--- config.mk ---
export PLATFORM = sky130hd
export DESIGN_NAME = morse_rx_decoder
export DESIGN_NICKNAME = d
export VERILOG_FILES = /design/src/rtl/morse_rx_decoder.sv
export SDC_FILE = /design/constraint.sdc
export NUM_CORES = 1
export LEC_CHECK = 0
export ABC_AREA = 1
export CORE_MARGIN = 2
export CORE_UTILIZATION = 45
export DETAILED_ROUTE_END_ITERATION = 8
export GPL_ROUTABILITY_DRIVEN = 0
export PLACE_DENSITY = 0.66
export SETUP_SLACK_MARGIN = 0.15
export SLEW_MARGIN = 5
export SYNTH_ARGS = -nofsm -noshare
export SYNTH_HDL_FRONTEND = slang
export SYNTH_SLANG_ARGS = --single-unit
--- constraint.sdc ---
create_clock -name clk -period 3.4 [get_ports clk]
set_input_delay 0.34 -clock clk [delete_from_list [all_inputs] [get_ports clk]]
set_output_delay 0.34 -clock clk [all_outputs]
set_load 0.05 [all_outputs]
--- src/rtl/morse_rx_decoder.sv ---
// Times on/off keyed marks and spaces against a dot length and decodes to ASCII.
// Define MORSE_RX_STATS_EN to add the char_count/err_count outputs.
module morse_rx_decoder #(
  parameter int TICK_DIV       = 36000,
  parameter int DEBOUNCE_TICKS = 4,
  parameter int FIFO_DEPTH     = 16
) (
  input  logic        clk,
  input  logic        rst,
  input  logic        key_in,
  input  logic        enable,
  input  logic [11:0] dot_ticks,
  output logic [7:0]  out_data,
  output logic        out_valid,
  input  logic        out_ready,
  output logic        overrun,
  input  logic        clr_overrun,
  output logic        busy
`ifdef MORSE_RX_STATS_EN
  ,
  output logic [15:0] char_count,
  output logic [7:0]  err_count
`endif
);

  localparam int PW = $clog2(TICK_DIV + 1);
  localparam int DW = $clog2(DEBOUNCE_TICKS + 1);
  localparam int AW = $clog2(FIFO_DEPTH);

  typedef enum logic [1:0] {IDLE, MARK, GAP, WORDGAP} state_t;

  state_t state, state_n;

  logic [PW-1:0] pre_cnt;
  logic          tick;
  logic [1:0]    sync;
  logic          key_s;
  logic          key_db;
  logic [DW-1:0] db_cnt;
  logic          db_edge;
  logic          rise;
  logic          fall;

  logic [15:0] dot;
  logic [15:0] th2;
  logic [15:0] th3;
  logic [15:0] th7;
  logic [15:0] dur;
  logic [15:0] dur_inc;
  logic        hit3;
  logic        hit7;
  logic        is_dash;

  logic [5:0] sym_bits;
  logic [2:0] sym_len;
  logic       sym_err;
  logic [6:0] idx;
  logic [7:0] rom_char;
  logic [7:0] char_code;

  logic       sym_clr;
  logic       sym_app;
  logic       push_n;
  logic       push_sp;
  logic       push_q;
  logic [7:0] push_byte;

  logic [7:0]  mem [FIFO_DEPTH];
  logic [AW:0] wr_ptr;
  logic [AW:0] rd_ptr;
  logic        full;
  logic        empty;
  logic        pop;
  logic        wr_en;
  logic        ovf;

  assign tick = (pre_cnt == PW'(TICK_DIV - 1));

  always_ff @(posedge clk or posedge rst) begin
    if (rst) pre_cnt <= '0;
    else if (tick) pre_cnt <= '0;
    else pre_cnt <= pre_cnt + PW'(1);
  end

  always_ff @(posedge clk or posedge rst) begin
    if (rst) sync <= 2'b00;
    else sync <= {sync[0], key_in};
  end

  assign key_s = sync[1];

  // Level change accepted on the Nth consecutive differing tick sample
  assign db_edge = tick && (key_s != key_db) &&
                   (db_cnt == DW'(DEBOUNCE_TICKS - 1));
  assign rise = db_edge & key_s;
  assign fall = db_edge & ~key_s;

  always_ff @(posedge clk or posedge rst) begin
    if (rst) begin
      key_db <= 1'b0;
      db_cnt <= '0;
    end else if (tick) begin
      if (key_s == key_db) begin
        db_cnt <= '0;
      end else if (db_edge) begin
        key_db <= key_s;
        db_cnt <= '0;
      end else begin
        db_cnt <= db_cnt + DW'(1);
      end
    end
  end

  assign dot = (dot_ticks == 12'd0) ? 16'd1 : {4'd0, dot_ticks};
  assign th2 = dot << 1;
  assign th3 = th2 + dot;
  assign th7 = (dot << 3) - dot;

  // dur_inc is the length of the current run including this tick
  assign dur_inc = (&dur) ? dur : dur + 16'd1;
  assign hit3    = tick && (dur_inc == th3);
  assign hit7    = tick && (dur_inc == th7);
  assign is_dash = (dur_inc >= th2);

  always_ff @(posedge clk or posedge rst) begin
    if (rst) dur <= '0;
    else if (!enable || db_edge) dur <= '0;
    else if (tick) dur <= dur_inc;
  end

  always_ff @(posedge clk or posedge rst) begin
    if (rst) state <= IDLE;
    else state <= state_n;
  end

  always_comb begin
    state_n = state;
    push_n  = 1'b0;
    push_sp = 1'b0;
    sym_clr = 1'b0;
    sym_app = 1'b0;
    unique case (state)
      IDLE: begin
        if (rise) state_n = MARK;
      end
      MARK: begin
        if (fall) begin
          sym_app = 1'b1;
          state_n = GAP;
        end
      end
      GAP: begin
        if (hit3) begin
          push_n  = 1'b1;
          sym_clr = 1'b1;
          state_n = rise ? MARK : WORDGAP;
        end else if (rise) begin
          state_n = MARK;
        end
      end
      WORDGAP: begin
        if (hit7) begin
          push_n  = 1'b1;
          push_sp = 1'b1;
          state_n = rise ? MARK : IDLE;
        end else if (rise) begin
          state_n = MARK;
        end
      end
      default: state_n = IDLE;
    endcase
    if (!enable) begin
      state_n = IDLE;
      push_n  = 1'b0;
      sym_clr = 1'b1;
      sym_app = 1'b0;
    end
  end

  always_ff @(posedge clk or posedge rst) begin
    if (rst) begin
      sym_bits <= '0;
      sym_len  <= '0;
      sym_err  <= 1'b0;
    end else if (sym_clr) begin
      sym_bits <= '0;
      sym_len  <= '0;
      sym_err  <= 1'b0;
    end else if (sym_app) begin
      if (sym_len == 3'd6) begin
        sym_err <= 1'b1;
      end else begin
        sym_bits <= {sym_bits[4:0], is_dash};
        sym_len  <= sym_len + 3'd1;
      end
    end
  end

  // Sentinel bit above the elements makes every length unique
  assign idx = (7'd1 << sym_len) | {1'b0, sym_bits};

  always_comb begin
    rom_char = 8'h3F;
    case (idx)
      7'd2:  rom_char = 8'h45;
      7'd3:  rom_char = 8'h54;
      7'd4:  rom_char = 8'h49;
      7'd5:  rom_char = 8'h41;
      7'd6:  rom_char = 8'h4E;
      7'd7:  rom_char = 8'h4D;
      7'd8:  rom_char = 8'h53;
      7'd9:  rom_char = 8'h55;
      7'd10: rom_char = 8'h52;
      7'd11: rom_char = 8'h57;
      7'd12: rom_char = 8'h44;
      7'd13: rom_char = 8'h4B;
      7'd14: rom_char = 8'h47;
      7'd15: rom_char = 8'h4F;
      7'd16: rom_char = 8'h48;
      7'd17: rom_char = 8'h56;
      7'd18: rom_char = 8'h46;
      7'd20: rom_char = 8'h4C;
      7'd22: rom_char = 8'h50;
      7'd23: rom_char = 8'h4A;
      7'd24: rom_char = 8'h42;
      7'd25: rom_char = 8'h58;
      7'd26: rom_char = 8'h43;
      7'd27: rom_char = 8'h59;
      7'd28: rom_char = 8'h5A;
      7'd29: rom_char = 8'h51;
      7'd32: rom_char = 8'h35;
      7'd33: rom_char = 8'h34;
      7'd35: rom_char = 8'h33;
      7'd39: rom_char = 8'h32;
      7'd47: rom_char = 8'h31;
      7'd48: rom_char = 8'h36;
      7'd56: rom_char = 8'h37;
      7'd60: rom_char = 8'h38;
      7'd62: rom_char = 8'h39;
      7'd63: rom_char = 8'h30;
      default: rom_char = 8'h3F;
    endcase
  end

  assign char_code = sym_err ? 8'h3F : rom_char;

  always_ff @(posedge clk or posedge rst) begin
    if (rst) begin
      push_q    <= 1'b0;
      push_byte <= '0;
    end else begin
      push_q    <= push_n;
      push_byte <= push_sp ? 8'h20 : char_code;
    end
  end

  assign empty = (wr_ptr == rd_ptr);
  assign full  = (wr_ptr[AW] != rd_ptr[AW]) &&
                 (wr_ptr[AW-1:0] == rd_ptr[AW-1:0]);
  assign pop   = out_valid & out_ready;
  assign wr_en = push_q && (!full || pop);
  assign ovf   = push_q && full && !pop;

  always_ff @(posedge clk) begin
    if (wr_en) mem[wr_ptr[AW-1:0]] <= push_byte;
  end

  always_ff @(posedge clk or posedge rst) begin
    if (rst) begin
      wr_ptr <= '0;
      rd_ptr <= '0;
    end else begin
      if (wr_en) wr_ptr <= wr_ptr + (AW+1)'(1);
      if (pop) rd_ptr <= rd_ptr + (AW+1)'(1);
    end
  end

  always_ff @(posedge clk or posedge rst) begin
    if (rst) overrun <= 1'b0;
    else if (ovf) overrun <= 1'b1;
    else if (clr_overrun) overrun <= 1'b0;
  end

  assign out_valid = !empty;
  assign out_data  = out_valid ? mem[rd_ptr[AW-1:0]] : 8'h00;
  assign busy      = (state != IDLE);

`ifdef MORSE_RX_STATS_EN
  always_ff @(posedge clk or posedge rst) begin
    if (rst) begin
      char_count <= '0;
      err_count  <= '0;
    end else if (push_q) begin
      if (push_byte != 8'h20) char_count <= char_count + 16'd1;
      if (push_byte == 8'h3F && err_count != 8'hFF)
        err_count <= err_count + 8'd1;
    end
  end
`endif

endmodule

* Word-level counts from Yosys, hierarchy flattened
Memory sizes are Yosys's and may differ from the RTL's.
Index checks and enable logic that the tools add are counted.
** Word-level totals
- Memories kept :: 2
- Bits in read-only memories :: 448
- Output and inout port bits :: 11
- Logic and storage cells :: 114
- Flip-flop bits (word level) :: 70
- RAM bits :: 128
- Input bits :: 18
** Operators by class
- Muxes and demuxes :: 42
- Add/subtract/negate cells :: 8
- Reduce and logical (&&, ||, !) cells :: 25
- Shift-type cells :: 1
- Bitwise logic cells :: 6
- Magnitude comparators :: 1
- Eq/ne operators :: 15
** Memories
- (name not given) :: words 64, bits a word 7, rd ports 1, clocked after memory_dff 0, write ports 0, RTL line 204 : case (idx)
- mem :: words 16, bits a word 8, rd ports 1, clocked after memory_dff 0, write ports 1, RTL line 68 : logic [7:0] mem [FIFO_DEPTH];
** Operators with widths (count)
- $mux W16 :: 4
- $add A16 B1 Y16 const B :: 2
- $mux W8 :: 4
- $mux W6 :: 3
- $mux W1 :: 17
- $eq A16 B14 Y1 :: 1
- $eq A16 B16 Y1 :: 1
- $eq A16 B16 Y1 const B :: 1
- $ge A16 B13 Y1 :: 1
- $reduce_and A16 Y1 :: 1
- $sub A15 B12 Y16 :: 1
- $mux W3 :: 5
- $add A13 B12 Y14 :: 1
- $logic_not A12 Y1 :: 1
- $mux W12 :: 1
- $mux W2 :: 6
- $add A5 B1 Y5 const B :: 2
- $reduce_bool A2 Y1 :: 5
- $logic_and A1 B1 Y1 :: 8
- $pmux W2 S4 :: 1
- $or A7 B6 Y7 :: 1
- $shl A1 B3 Y7 const A :: 1
- $add A3 B1 Y3 const B :: 2
- $eq A5 B5 Y1 :: 1
- other kinds (17) :: 27

* Logic depth before layout (Yosys ltp)
- Depth after elaboration :: 10
- Gate-level depth with buffers :: 28
- Mapped depth without buffers :: 27

* Worst setup path after synthesis
No wires, ideal clock.
- Path type :: input-to-reg
- Start :: input dot_ticks[10]
- End :: register sym_bits[0]
- Buffers on the path :: 2
- Data arrival time :: 2.941 ns
- Path slack :: 0.340 ns
- Required time :: 3.281 ns
- Setup time :: 0.119 ns
- Cell stages on the path :: 26
- Cells stage by stage :: inv_1 ha_1 nand3_1 nor2_2 nor2_1 ha_1 clkbuf_2 nand2_1 nand2_1 inv_1 nand2_1 nand2_1 nand2_1 nand2_1 nand2_1 nand2_1 nand2_1 nand2_2 nand2_2 nor2_2 nand2_2 nor2_4 nand4_4 buf_6 nand4_1 nand2_1
** On the way
- Longest elaborated chain between the ends :: 10
- Elaborated cells between the ends (all ways) :: 15
- Those cells by class :: add/sub (1); order compare (1); eq/ne (2); mux (7); reduce/logical (4)
** Ends and longest elaborated chain
- from (decl) :: RTL line 12 : input logic [11:0] dot_ticks,
- $logic_not A12 Y1 :: RTL line 114 : assign dot = (dot_ticks == 12'd0) ? 16'd1 : {4'd0, dot_ticks};
- $mux W12 (*) :: RTL line 114
- $add A13 B12 Y14 :: RTL line 116 : assign th3 = th2 + dot;
- $eq A16 B14 Y1 :: RTL line 121 : assign hit3 = tick && (dur_inc == th3);
- $logic_and A1 B1 Y1 :: RTL line 121
- $mux W1 :: RTL line 153 : if (hit3) begin
- $mux W1 :: RTL line 142 : unique case (state)
- $mux W1 :: RTL line 172 : if (!enable) begin
- $ne A2 B2 Y1 (no line) / $reduce_bool A2 Y1 (equally long branches)
- $reduce_and A2 Y1 (no line)
- to (signal assigned) :: RTL line 193 : sym_bits <= {sym_bits[4:0], is_dash};
- to (decl) :: RTL line 54 : logic [5:0] sym_bits;
Mark *: on every way between the ends. The rest lies on a longest branch, timed or not. The select of a mux whose other input is x is not followed.
A chain may end at the register's enable or synchronous reset.

* Worst setup path in the final report
- Start :: input dot_ticks[9]
- End :: register state[1]
** On the way
- Longest elaborated chain between the ends :: 8
- Elaborated cells between the ends (all ways) :: 12
- Those cells by class :: add/sub (2); eq/ne (2); mux (5); reduce/logical (3)
** Ends and longest elaborated chain
- $logic_not A12 Y1 :: RTL line 114
- $mux W12 (*) :: RTL line 114
- $sub A15 B12 Y16 / $add A13 B12 Y14 (equally long branches) :: RTL line 117, 116
- $eq A16 B16 Y1 / $eq A16 B14 Y1 (equally long branches) :: RTL line 122, 121
- $logic_and A1 B1 Y1 (on tied branches) :: RTL line 122, 121
- $mux W2 (on tied branches) :: RTL line 162, 153
- $pmux W2 S4 (*) :: RTL line 142
- $mux W2 (*) :: RTL line 172
- to (signal assigned) :: RTL line 133 : else state <= state_n;
- to (decl) :: RTL line 32 : state_t state, state_n;
Mark *: on every way between the ends. The rest lies on a longest branch, timed or not.

==> flow_metrics.py <==
metrics = {
    "outcome": {
        "status": "finished, final reports clean",
    },
    "sta": {
        "min_period_ps": 3110,
        "setup_viol": 0,
        "rsz0062_at_grt": "false",
        "relSlewSlack_pct": 54.1,
        "tightest_slew_ps": 686,
        "fin_worst_skew_ps": 12.2,
        "period_share_pct": 91.4,
        "max_freq_ghz": 0.322,
        "drv_slew": 0,
        "final-hold-violation-count": 0,
        "setup_ws_ps": 293,
    },
    "synth": {
        "ys_warn_count": 0,
        "synth-seq-cells": 181,
        "ys_seq_area_share_pct": 45.5,
        "syn_inst": 1319,
        "synth.distinct_cells": 55,
        "synth_area_per_cell_sq_um": 8.48,
        "syn_area_sq_mm": 0.0112,
        "syn-num-nets": 1400,
    },
    "drt": {
        "dr_wl_met3_microns": 1440,
        "top_layer_used": "met4",
        "routedWlPerCell_microns": 15.8,
        "first_pass_iters": 5,
        "finalWirelength_microns": 28500,
        "ant_nets": 0,
        "drt-met1-wl_microns": 13000,
        "drc": 0,
        "drt_iter0_drc": 860,
        "vias": 9658,
        "viasPerCell": 5.36,
        "wl_met2_microns": 13600,
    },
    "worst_setup_path": {
        "worstPathMaxFanout": 8,
        "criticalPathCategory": "in -> reg",
        "required_ps": 3720,
        "worstPathArrival_ps": 3420,
        "cp-end-kind": "register",
        "worstSetupStartpointType": "input port",
    },
    "floorplan": {
        "rows": 57,
        "die_w_microns": 162,
        "fp.dieH_microns": 162,
        "die_area_sq_mm": 0.0261,
        "core_area_sq_mm": 0.0244,
        "io_pins": 29,
        "start_util_pct": 45.9,
    },
    "final_layout": {
        "drive_gt1_share_pct": 19.6,
        "final_area_sq_mm": 0.0137,
        "nets": 1545,
        "synthToLayoutAreaGrowth_pct": 22.7,
        "antenna_cells": 0,
        "instances_no_fill": 1801,
    },
    "clock_network": {
        "hold_buffers": 0,
        "cts_tree": "done",
        "clock-root-buffer": "clkbuf_16",
        "clock_tree.buffer_depth": 2,
        "clkSinkCount": 181,
        "htreeDepth": 4,
        "cts_buffers": 17,
        "clkTransAtPathRegs_ps": 80,
        "clk_latency_ps": 430,
    },
    "place": {
        "dp_slack_ps": -475,
        "dpl-instance-area_sq_mm": 0.0126,
        "dpl.cell_count": 1760,
        "portBuffers": 27,
        "dp_hpwl_microns": 20800,
    },
    "global_route": {
        "grtUsageTotal_pct": 22.2,
        "overflow": 0,
        "grt_pass1_vias": 9280,
        "grt_max_degree": 60,
        "grt_pass1_wl_microns": 46300,
        "antenna_found_initial": 0,
    },
    "power": {
        "power.leakage_nw": 6.21,
        "powerDensity_mw_per_mm2": 496,
        "peakVddDrop_mv": 0.531,
    },
    "job": {
        "maxCapViolCount": 0,
    },
    "min_path": {
        "min_path_type": "in -> async",
    },
}
final cells by class:
type	instances	area [sq um]
clock buffers	17	425
clock inverters	15	213
fillers	2169	10700
inverters	175	657
multi-input cells	932	5670
flip-flops and latches	181	5090
well taps	324	405
repair buffers	157	1270
Yosys cell counts, drive strengths merged:
| cell type | n | share of area [%] |
|---|---|---|
| o211ai | 2 | 0.13 |
| or2 | 4 | 0.22 |
| dfrtp | 69 | 15 |
| nand4 | 35 | 2.1 |
| a21o | 1 | 0.067 |
| o21ai | 68 | 3.1 |
| a21oi | 54 | 2.5 |
| o21bai | 4 | 0.27 |
| a22o | 2 | 0.16 |
| a21boi | 3 | 0.20 |
| xnor2 | 6 | 0.47 |
| conb | 1 | 0.034 |
| edfxtp | 112 | 30 |
| mux2i | 28 | 2.5 |
| nand3b | 6 | 0.40 |
| and3 | 2 | 0.11 |
| o311ai | 2 | 0.16 |
| o21a | 2 | 0.13 |
| o22ai | 15 | 0.84 |
| nor4 | 4 | 0.22 |
| fa | 1 | 0.18 |
| buf | 8 | 0.47 |
| o31ai | 3 | 0.20 |
| clkbuf | 24 | 0.82 |
| a32o | 1 | 0.089 |
| nand3 | 104 | 4.7 |
| nand2 | 280 | 9.9 |
| inv | 172 | 5.8 |
| xor2 | 27 | 2.3 |
| nor2 | 163 | 6.0 |
| nor3 | 18 | 0.81 |
| o221ai | 29 | 2.3 |
| a211oi | 2 | 0.13 |
| clkinv | 3 | 0.10 |
| ha | 62 | 6.9 |
| nor3b | 2 | 0.13 |
worst max-delay path, cell delays in order:
cell,delay (ps)
clkdlybuf4s50_1,490
inv_2,60
ha_4,150
nand3_2,90
nor2_4,50
buf_12,140
nor2_4,140
buf_6,130
inv_2,50
ha_4,260
a21oi_4,160
nor2_1,50
nor2_1,180
nand2_2,100
nand2_2,90
nand2_1,50
nand2_1,50
nand2_1,70
nor2_1,130
nand3_2,130
nor2_4,140
nand4_4,170
o211ai_1,150
inv_1,60
timing repair:
| action | CTS | global route |
|---|---|---|
| pin swaps | 1 | 30 |
| cloned | 0 | 1 |
| buffers inserted | 0 | 8 |
| endpoints found under the setup margin | 14 | 20 |
| resized for setup | 9 | 98 |
layout by cell type (no fill, tap or decap), drive strengths merged, types with 2 or more instances in the layout:
master / synthesis / routed
a211oi: 2 / 2
a21boi: 3 / 3
a21oi: 54 / 54
a22o: 2 / 2
and3: 2 / 2
buf: 8 / 137
clkbuf: 24 / 17
clkdlybuf4s50: 0 / 11
clkinv: 3 / 8
dfrtp: 69 / 69
dlymetal6s2s: 0 / 9
edfxtp: 112 / 112
ha: 62 / 62
inv: 172 / 181
mux2i: 28 / 28
nand2: 280 / 280
nand3: 104 / 104
nand3b: 6 / 6
nand4: 35 / 36
nor2: 163 / 163
nor3: 18 / 18
nor3b: 2 / 2
nor4: 4 / 4
o211ai: 2 / 2
o21a: 2 / 2
o21ai: 68 / 68
o21bai: 4 / 4
o221ai: 29 / 29
o22ai: 15 / 15
o311ai: 2 / 2
o31ai: 3 / 3
or2: 4 / 4
xnor2: 6 / 6
xor2: 27 / 27
stage by stage:
step                hold slack [ps]  util (%)  TNS, ps  power [mW]
finish                          315      56.3        0        6.81
global route                    329      56.3        0        7.14
CTS                             325      54.5        0        6.78
detailed placement              369      51.7    -7140        4.69
global placement                373      51.7    -5410        4.64
floorplan                       331         -        0        3.97
registers in the layout, indices dropped and copies added, names as in the netlist:
register,flops
mem,112
dur,16
pre_cnt,16
push_byte,7
sym_bits,6
rd_ptr,5
wr_ptr,5
db_cnt,3
sym_len,3
state,2
sync,2
key_db,1
overrun,1
push_q,1
sym_err,1
logic make-up after synthesis:
family | share of synthesized area, %
other cells | 0.0335
xor+xnor | 2.78
fa+ha+maj | 7.11
flops | 45.5
buf+inv | 7.16
compound gates | 10.3
simple gates | 24.7
mux | 2.50
routing by layer:
layer,track usage [%],up-vias
met2,36.6,276
met4,6.84,0
met1,30.5,4586
li1,-,4767
met5,0,-
met3,2.99,29
final timing paths:
check | startpoint | end | slack (ps) | depth (start not counted)
min reg2reg | sync[0] | sync[1] | 390 | 0
min in group clk | key_in | sync[0] | 350 | 1
max | dot_ticks[9] | state[1] | 290 | 24
max in group asynchronous | rst | dur[0] | 2430 | 3
min | rst | pre_cnt[13] | 320 | 2
max reg2reg | dur[0] | sym_bits[0] | 380 | 14
where the power goes:
group          leakage [nW]  internal (mW)  switching [mW]
sequential             1.91           2.35          0.0997
combinational          3.99          0.822            1.45
clock                 0.309           1.09            1.00
total                  6.21           4.26            2.55
No activity file was read; power rests on OpenSTA's default activity.
